File: src/rtl/mips_boot_pkg.sv
`default_nettype none
// mips_boot_pkg -- state encoding and image-format constants shared by the boot loader.
// Revision 1.0
package mips_boot_pkg;

  localparam int unsigned HDR_BYTES  = 2;
  localparam int unsigned WORD_BYTES = 4;

  typedef enum logic [2:0] {
    ST_IDLE   = 3'd0,
    ST_HDR_HI = 3'd1,
    ST_HDR_LO = 3'd2,
    ST_DATA   = 3'd3,
    ST_WRITE  = 3'd4,
    ST_RUN    = 3'd5,
    ST_ERR    = 3'd6
  } boot_state_e;

endpackage
`default_nettype wire

File: src/rtl/boot_timeout_cnt.sv
`default_nettype none
// boot_timeout_cnt -- loadable down-counter; expire marks the last enabled cycle before it empties.
// Revision 1.0
module boot_timeout_cnt #(
  parameter int unsigned TIMEOUT = 1000
) (
  input  logic clk,
  input  logic rst_n,
  input  logic load,
  input  logic en,
  output logic expire
);

  localparam int unsigned CNT_W = $clog2(TIMEOUT + 1);

  logic [CNT_W-1:0] cnt;

  always_ff @(posedge clk or negedge rst_n) begin
    if (!rst_n) begin
      cnt <= '0;
    end else if (load) begin
      cnt <= CNT_W'(TIMEOUT);
    end else if (en && (cnt != '0)) begin
      cnt <= cnt - CNT_W'(1);
    end
  end

  // Firing at count 1 means exactly TIMEOUT idle cycles elapse before the error state.
  assign expire = en && (cnt == CNT_W'(1));

endmodule
`default_nettype wire

File: src/rtl/imem_boot_loader.sv
`default_nettype none
// imem_boot_loader -- loads a big-endian byte-stream image into instruction memory, then releases the CPU.
// Revision 1.0
module imem_boot_loader
  import mips_boot_pkg::*;
#(
  parameter int unsigned ADDR_W  = 10,
  parameter int unsigned TIMEOUT = 1000
) (
  input  logic              clk,
  input  logic              rst_n,
  input  logic              boot_start,
  input  logic              rx_valid,
  input  logic [7:0]        rx_data,
  output logic              rx_ready,
  input  logic [31:0]       cpu_pc,
  output logic [ADDR_W-1:0] imem_addr,
  output logic [31:0]       imem_wdata,
  output logic              imem_we,
  output logic              cpu_rst_n,
  output logic              busy,
  output logic              done,
  output logic              err
);

  localparam int unsigned  HDR_W = HDR_BYTES * 8;
  localparam int unsigned  SR_W  = (WORD_BYTES - 1) * 8;
  localparam logic [HDR_W:0] DEPTH = (HDR_W + 1)'(1) << ADDR_W;

  boot_state_e       state, state_nxt;
  logic [7:0]        hdr_hi;
  logic [SR_W-1:0]   word_sr;
  logic [1:0]        byte_idx;
  logic [ADDR_W-1:0] load_addr;
  logic [HDR_W:0]    remaining;
  logic [HDR_W:0]    hdr_n;
  logic              loading;
  logic              accept;
  logic              tmo_load;
  logic              tmo_expire;
  logic              unused_pc_bits;

  assign loading  = (state == ST_HDR_HI) || (state == ST_HDR_LO) || (state == ST_DATA);
  assign accept   = rx_valid && rx_ready && !boot_start;
  assign hdr_n    = {1'b0, hdr_hi, rx_data};
  assign tmo_load = boot_start || accept;

  boot_timeout_cnt #(
    .TIMEOUT(TIMEOUT)
  ) u_timeout (
    .clk    (clk),
    .rst_n  (rst_n),
    .load   (tmo_load),
    .en     (loading),
    .expire (tmo_expire)
  );

  always_comb begin
    state_nxt = state;
    case (state)
      ST_HDR_HI: begin
        if (accept)          state_nxt = ST_HDR_LO;
        else if (tmo_expire) state_nxt = ST_ERR;
      end
      ST_HDR_LO: begin
        if (accept) begin
          if (hdr_n == '0)         state_nxt = ST_RUN;
          else if (hdr_n > DEPTH)  state_nxt = ST_ERR;
          else                     state_nxt = ST_DATA;
        end else if (tmo_expire) begin
          state_nxt = ST_ERR;
        end
      end
      ST_DATA: begin
        if (accept) begin
          if (byte_idx == 2'(WORD_BYTES - 1)) state_nxt = ST_WRITE;
        end else if (tmo_expire) begin
          state_nxt = ST_ERR;
        end
      end
      ST_WRITE: state_nxt = (remaining == (HDR_W + 1)'(1)) ? ST_RUN : ST_DATA;
      ST_IDLE, ST_RUN, ST_ERR: state_nxt = state;
      default: state_nxt = ST_IDLE;
    endcase
    if (boot_start) state_nxt = ST_HDR_HI;
  end

  always_ff @(posedge clk or negedge rst_n) begin
    if (!rst_n) begin
      state      <= ST_IDLE;
      rx_ready   <= 1'b0;
      busy       <= 1'b0;
      done       <= 1'b0;
      err        <= 1'b0;
      cpu_rst_n  <= 1'b0;
      imem_we    <= 1'b0;
      imem_wdata <= '0;
      hdr_hi     <= '0;
      word_sr    <= '0;
      byte_idx   <= '0;
      load_addr  <= '0;
      remaining  <= '0;
    end else begin
      state     <= state_nxt;
      rx_ready  <= state_nxt inside {ST_HDR_HI, ST_HDR_LO, ST_DATA};
      busy      <= state_nxt inside {ST_HDR_HI, ST_HDR_LO, ST_DATA, ST_WRITE};
      done      <= (state_nxt == ST_RUN);
      cpu_rst_n <= (state_nxt == ST_RUN);
      err       <= (state_nxt == ST_ERR);
      imem_we   <= (state_nxt == ST_WRITE);

      // A restart drops any partial word simply by rewinding the byte index.
      if (boot_start) begin
        byte_idx  <= '0;
        load_addr <= '0;
      end else begin
        case (state)
          ST_HDR_HI: if (accept) hdr_hi <= rx_data;
          ST_HDR_LO: begin
            if (accept) begin
              remaining <= hdr_n;
              load_addr <= '0;
              byte_idx  <= '0;
            end
          end
          ST_DATA: begin
            if (accept) begin
              word_sr  <= {word_sr[SR_W-9:0], rx_data};
              byte_idx <= byte_idx + 2'd1;
              if (byte_idx == 2'(WORD_BYTES - 1)) imem_wdata <= {word_sr, rx_data};
            end
          end
          ST_WRITE: begin
            load_addr <= load_addr + ADDR_W'(1);
            remaining <= remaining - (HDR_W + 1)'(1);
          end
          default: ;
        endcase
      end
    end
  end

  assign imem_addr      = (state == ST_RUN) ? cpu_pc[ADDR_W+1:2] : load_addr;
  assign unused_pc_bits = ^{cpu_pc[31:ADDR_W+2], cpu_pc[1:0]};

endmodule
`default_nettype wire

File: config.mk
export PLATFORM = sky130hd
export DESIGN_NAME = imem_boot_loader
export DESIGN_NICKNAME = d
export VERILOG_FILES = /design/src/rtl/mips_boot_pkg.sv /design/src/rtl/boot_timeout_cnt.sv /design/src/rtl/imem_boot_loader.sv
export SDC_FILE = /design/constraint.sdc
export NUM_CORES = 1
export LEC_CHECK = 0
export ABC_AREA = 1
export ABC_CLOCK_PERIOD_IN_PS = 2400
export BUFFER_PORTS_ARGS = -buffer_cell sky130_fd_sc_hd__buf_2
export CAP_MARGIN = 10
export CORE_MARGIN = 1
export CORE_UTILIZATION = 50
export CTS_CLUSTER_SIZE = 40
export DETAILED_ROUTE_END_ITERATION = 8
export GPL_TIMING_DRIVEN = 0
export PLACE_DENSITY = 0.71
export REMOVE_ABC_BUFFERS = 1
export SYNTH_ARGS = -nofsm -noshare
export SYNTH_HDL_FRONTEND = slang
export SYNTH_HIERARCHICAL = 1
export SYNTH_SLANG_ARGS = --single-unit
File: constraint.sdc
create_clock -name clk -period 2.4 [get_ports clk]
set_clock_uncertainty 0.05 [all_clocks]
set_input_delay 0.24 -clock clk [delete_from_list [all_inputs] [get_ports clk]]
set_output_delay 0.24 -clock clk [all_outputs]
set_load 0.01 [all_outputs]
==> out/qor.csv <==
metric,value,unit
status,finished with violations,
violations,design-rule violations,
rr_startpoint,state[2],
grt_overflow,0,
viasPerCell,5.15,
final_util,57.2,%
die_area,11500,sq um
fin_area,6200,sq um
synth_top_area_share,50.1,%
htree_levels,3,
cp-startpoint,state[2],
port_buffers,69,
antenna_found_initial,0,
ys_warn_count,6,
grt_pass1_wl,18.8,mm
maxSlewHeadroom,46.1,%
first_iter_violations,300,
slew_violations,0,
cap_viol_max_count,0,
p_per_area,940,nW/um^2
fin_cells,894,
clk_latency,0.39,ns
vdd_drop_max,0.450,mV
top_level_ports,92,
ant_nets,0,
cp.arrival,2.47,ns
synth-seq-cells,111,
path_depth,8,
crit_path_end_kind,flip-flop,
antenna_cells,0,
cp_top_family,simple AND/OR/NAND/NOR gates,
cts-root-buf,clkbuf_8,
cts_buffers,9,
synth-main-ff-cell,dfrtp_1,
worst_pin_slew,0.809,ns
nNetsFinal,799,
die_x,107,microns
synth-async-reset-ratio,100,%
setup_viol,0,
cts_tree,built,
rr_worst_depth,8,
synth_cell_type_count,41,
synth_top_area_cell,dfrtp_1,
max_freq,442,MHz
fin_crit,2.27,ns
crit_path_end,remaining[9],
core,10800,sq um
worstReg2RegEnd,remaining[9],
reg2reg_slack,0.13,ns
grt_pass1_vias,4168,
place_inst,876,
cpPeakStageDelay,0.58,ns
area_delta_synth_final,11.9,%
hold_class,input pin to flip-flop,
syn_area,5540,sq um
hold_viol,0,
cp_common_cell,nand2_1,
ys_seq_area_share,50.1,%
place_area,5950,sq um
critPathLaunchType,flip-flop,
leakage,3.18,nW
clk_pin_slew,0.11,ns
drt_wl_total,11.5,mm
std_cell_rows,38,
avgSynthCellArea,8.05,sq um
path_buf_inv,2,
synthCells,688,
pre_cts_ws,-0.325,ns
grt_max_degree,64,
cts_buffer_depth,2,
drive_above_1_share,17.4,%
gp_congestion,0.893,
cp_max_fo,22,
cts_setup_buffers,0,
die_y,107,microns
required,2.60,ns
crit_slowest_cell,dfrtp_1,
synth_edf_count,0,
grtUsageTotal,21.0,%
finalWorstSetupSlack,0.135,ns
dr.pass1.iters,7,
drc,2,
cp_cell_sequence,nand2_4 > nand2_1 > nand2_2 > inv_6 > nand2_1 > inv_2 > a32oi_1 > o21ai_0,
critPathKind,flip-flop to flip-flop,
yosys-top-cells-area,"dfrtp_1, nand2_1, inv_1",
via_count,4608,
finalPower,5.83,mW
initial_core_util,51.1,%
cts.sinks,111,
fin_crit_sh,94.4,%
hpwl,7.93,mm
wl_per_cell,12.9,microns
## power breakdown
group	switching [mW]	leakage, nW	internal, mW	total [mW]
logic	1.28	1.68	0.671	1.95
clock network	0.679	0.0978	0.429	1.11
registers	0.411	1.40	2.36	2.77
## cell families (layout without fill, tap and decap cells)
logic type	Yosys count	in the layout	synth area share, %
and+or+nand+nor	324	325	25.5
AOI/OAI and AO/OA	129	129	13.1
DFF	111	111	50.1
buffers and inverters	111	176	8.72
adders and majority gates	6	6	1.35
xor gates and xnor gates	6	6	0.949
muxes	1	1	0.181
## cells in the mapped netlist (2+ instances only)
cell	count
nand2_1	169
dfrtp_1	111
inv_1	79
nor2_1	72
o21ai_0	53
nand3_1	40
a21oi_1	27
o21ai_1	24
nand4_1	12
o21ai_2	10
inv_2	7
nor3_1	7
clkbuf_1	6
ha_1	6
nor2_2	6
xor2_1	6
buf_2	5
buf_4	5
buf_6	5
o22ai_1	5
nand2_2	4
nor2_4	4
o211ai_1	4
nor4_1	3
nand2_4	2
## metrics by stage
step / TNS (ns) / hold WS, ns
final: 0 / 0.0281
after global routing: -0.00608 / 0.0197
after CTS: 0 / 0.0112
after detailed placement: -2.06 / 0.334
after global placement: -26.59 / 0.410
after floorplan: 0 / -0.106
## worst register-to-register path: stages (launching register included)
cell     delay, ns
dfrtp_1       0.58
nand2_4       0.33
nand2_1       0.15
nand2_2       0.28
inv_6         0.14
nand2_1       0.22
inv_2         0.11
a32oi_1       0.15
o21ai_0       0.13
## cell type report
cell class	instances	area, sq um
multi-input cells	467	2320
clock buffers	10	138
inverters	89	343
repair buffers	71	385
well taps	140	175
clock inverters	6	61.3
flip-flops and latches	111	2780
fillers	976	4640
## registers in the layout, indices dropped and copies added (netlist names), 2 cells and up
| signal | cells |
|---|---|
| byte_idx | 2 |
| hdr_hi | 8 |
| imem_wdata | 32 |
| load_addr | 10 |
| remaining | 17 |
| state | 3 |
| u_timeout/cnt | 10 |
| word_sr | 24 |
## layer usage
metal	global-route usage, %	wire [microns]	vias to the layer above
met1	27.6	5300	2149
li1	-	-	2333
met5	0	0	-
met4	8.41	243	0
met2	33.1	5320	106
met3	5.33	652	20
## worst min path at each step
stage               startpoint              to  cells past startpoint
global placement    word_sr[1]      word_sr[9]                      2
finish              rx_data[2]      word_sr[2]                      3
CTS                 rx_data[2]      word_sr[2]                      3
floorplan                rst_n            busy                      0
detailed placement       rst_n  imem_wdata[27]                      1
global route        rx_data[2]      word_sr[2]                      3
## placed cells by master (no fill, tap or decap), types with 2 or more instances in the layout
master,instances
nor3_1,7
o21ai_0,53
inv_6,2
a21oi_1,27
inv_1,79
nand2_4,3
o211ai_1,4
nand3_1,39
ha_1,6
o22ai_1,5
dfrtp_1,111
nor2_1,70
clkinv_4,2
buf_2,68
nand4_1,12
xor2_1,6
o21ai_1,24
nor2_2,6
inv_2,6
nor4_1,3
clkbuf_8,10
o21ai_2,10
nand2_2,4
nand2_1,168
nor2_4,7
## timing repair
item | in CTS | in global routing
endpoints found under the setup margin | 11 | 40
gates resized for setup | 2 | 7
hold buffers | 1 | 0
hold endpoints to repair | 61 | 0
pin swaps | 0 | 1
cloned | 0 | 1
Power figures use the tool's default switching activity.
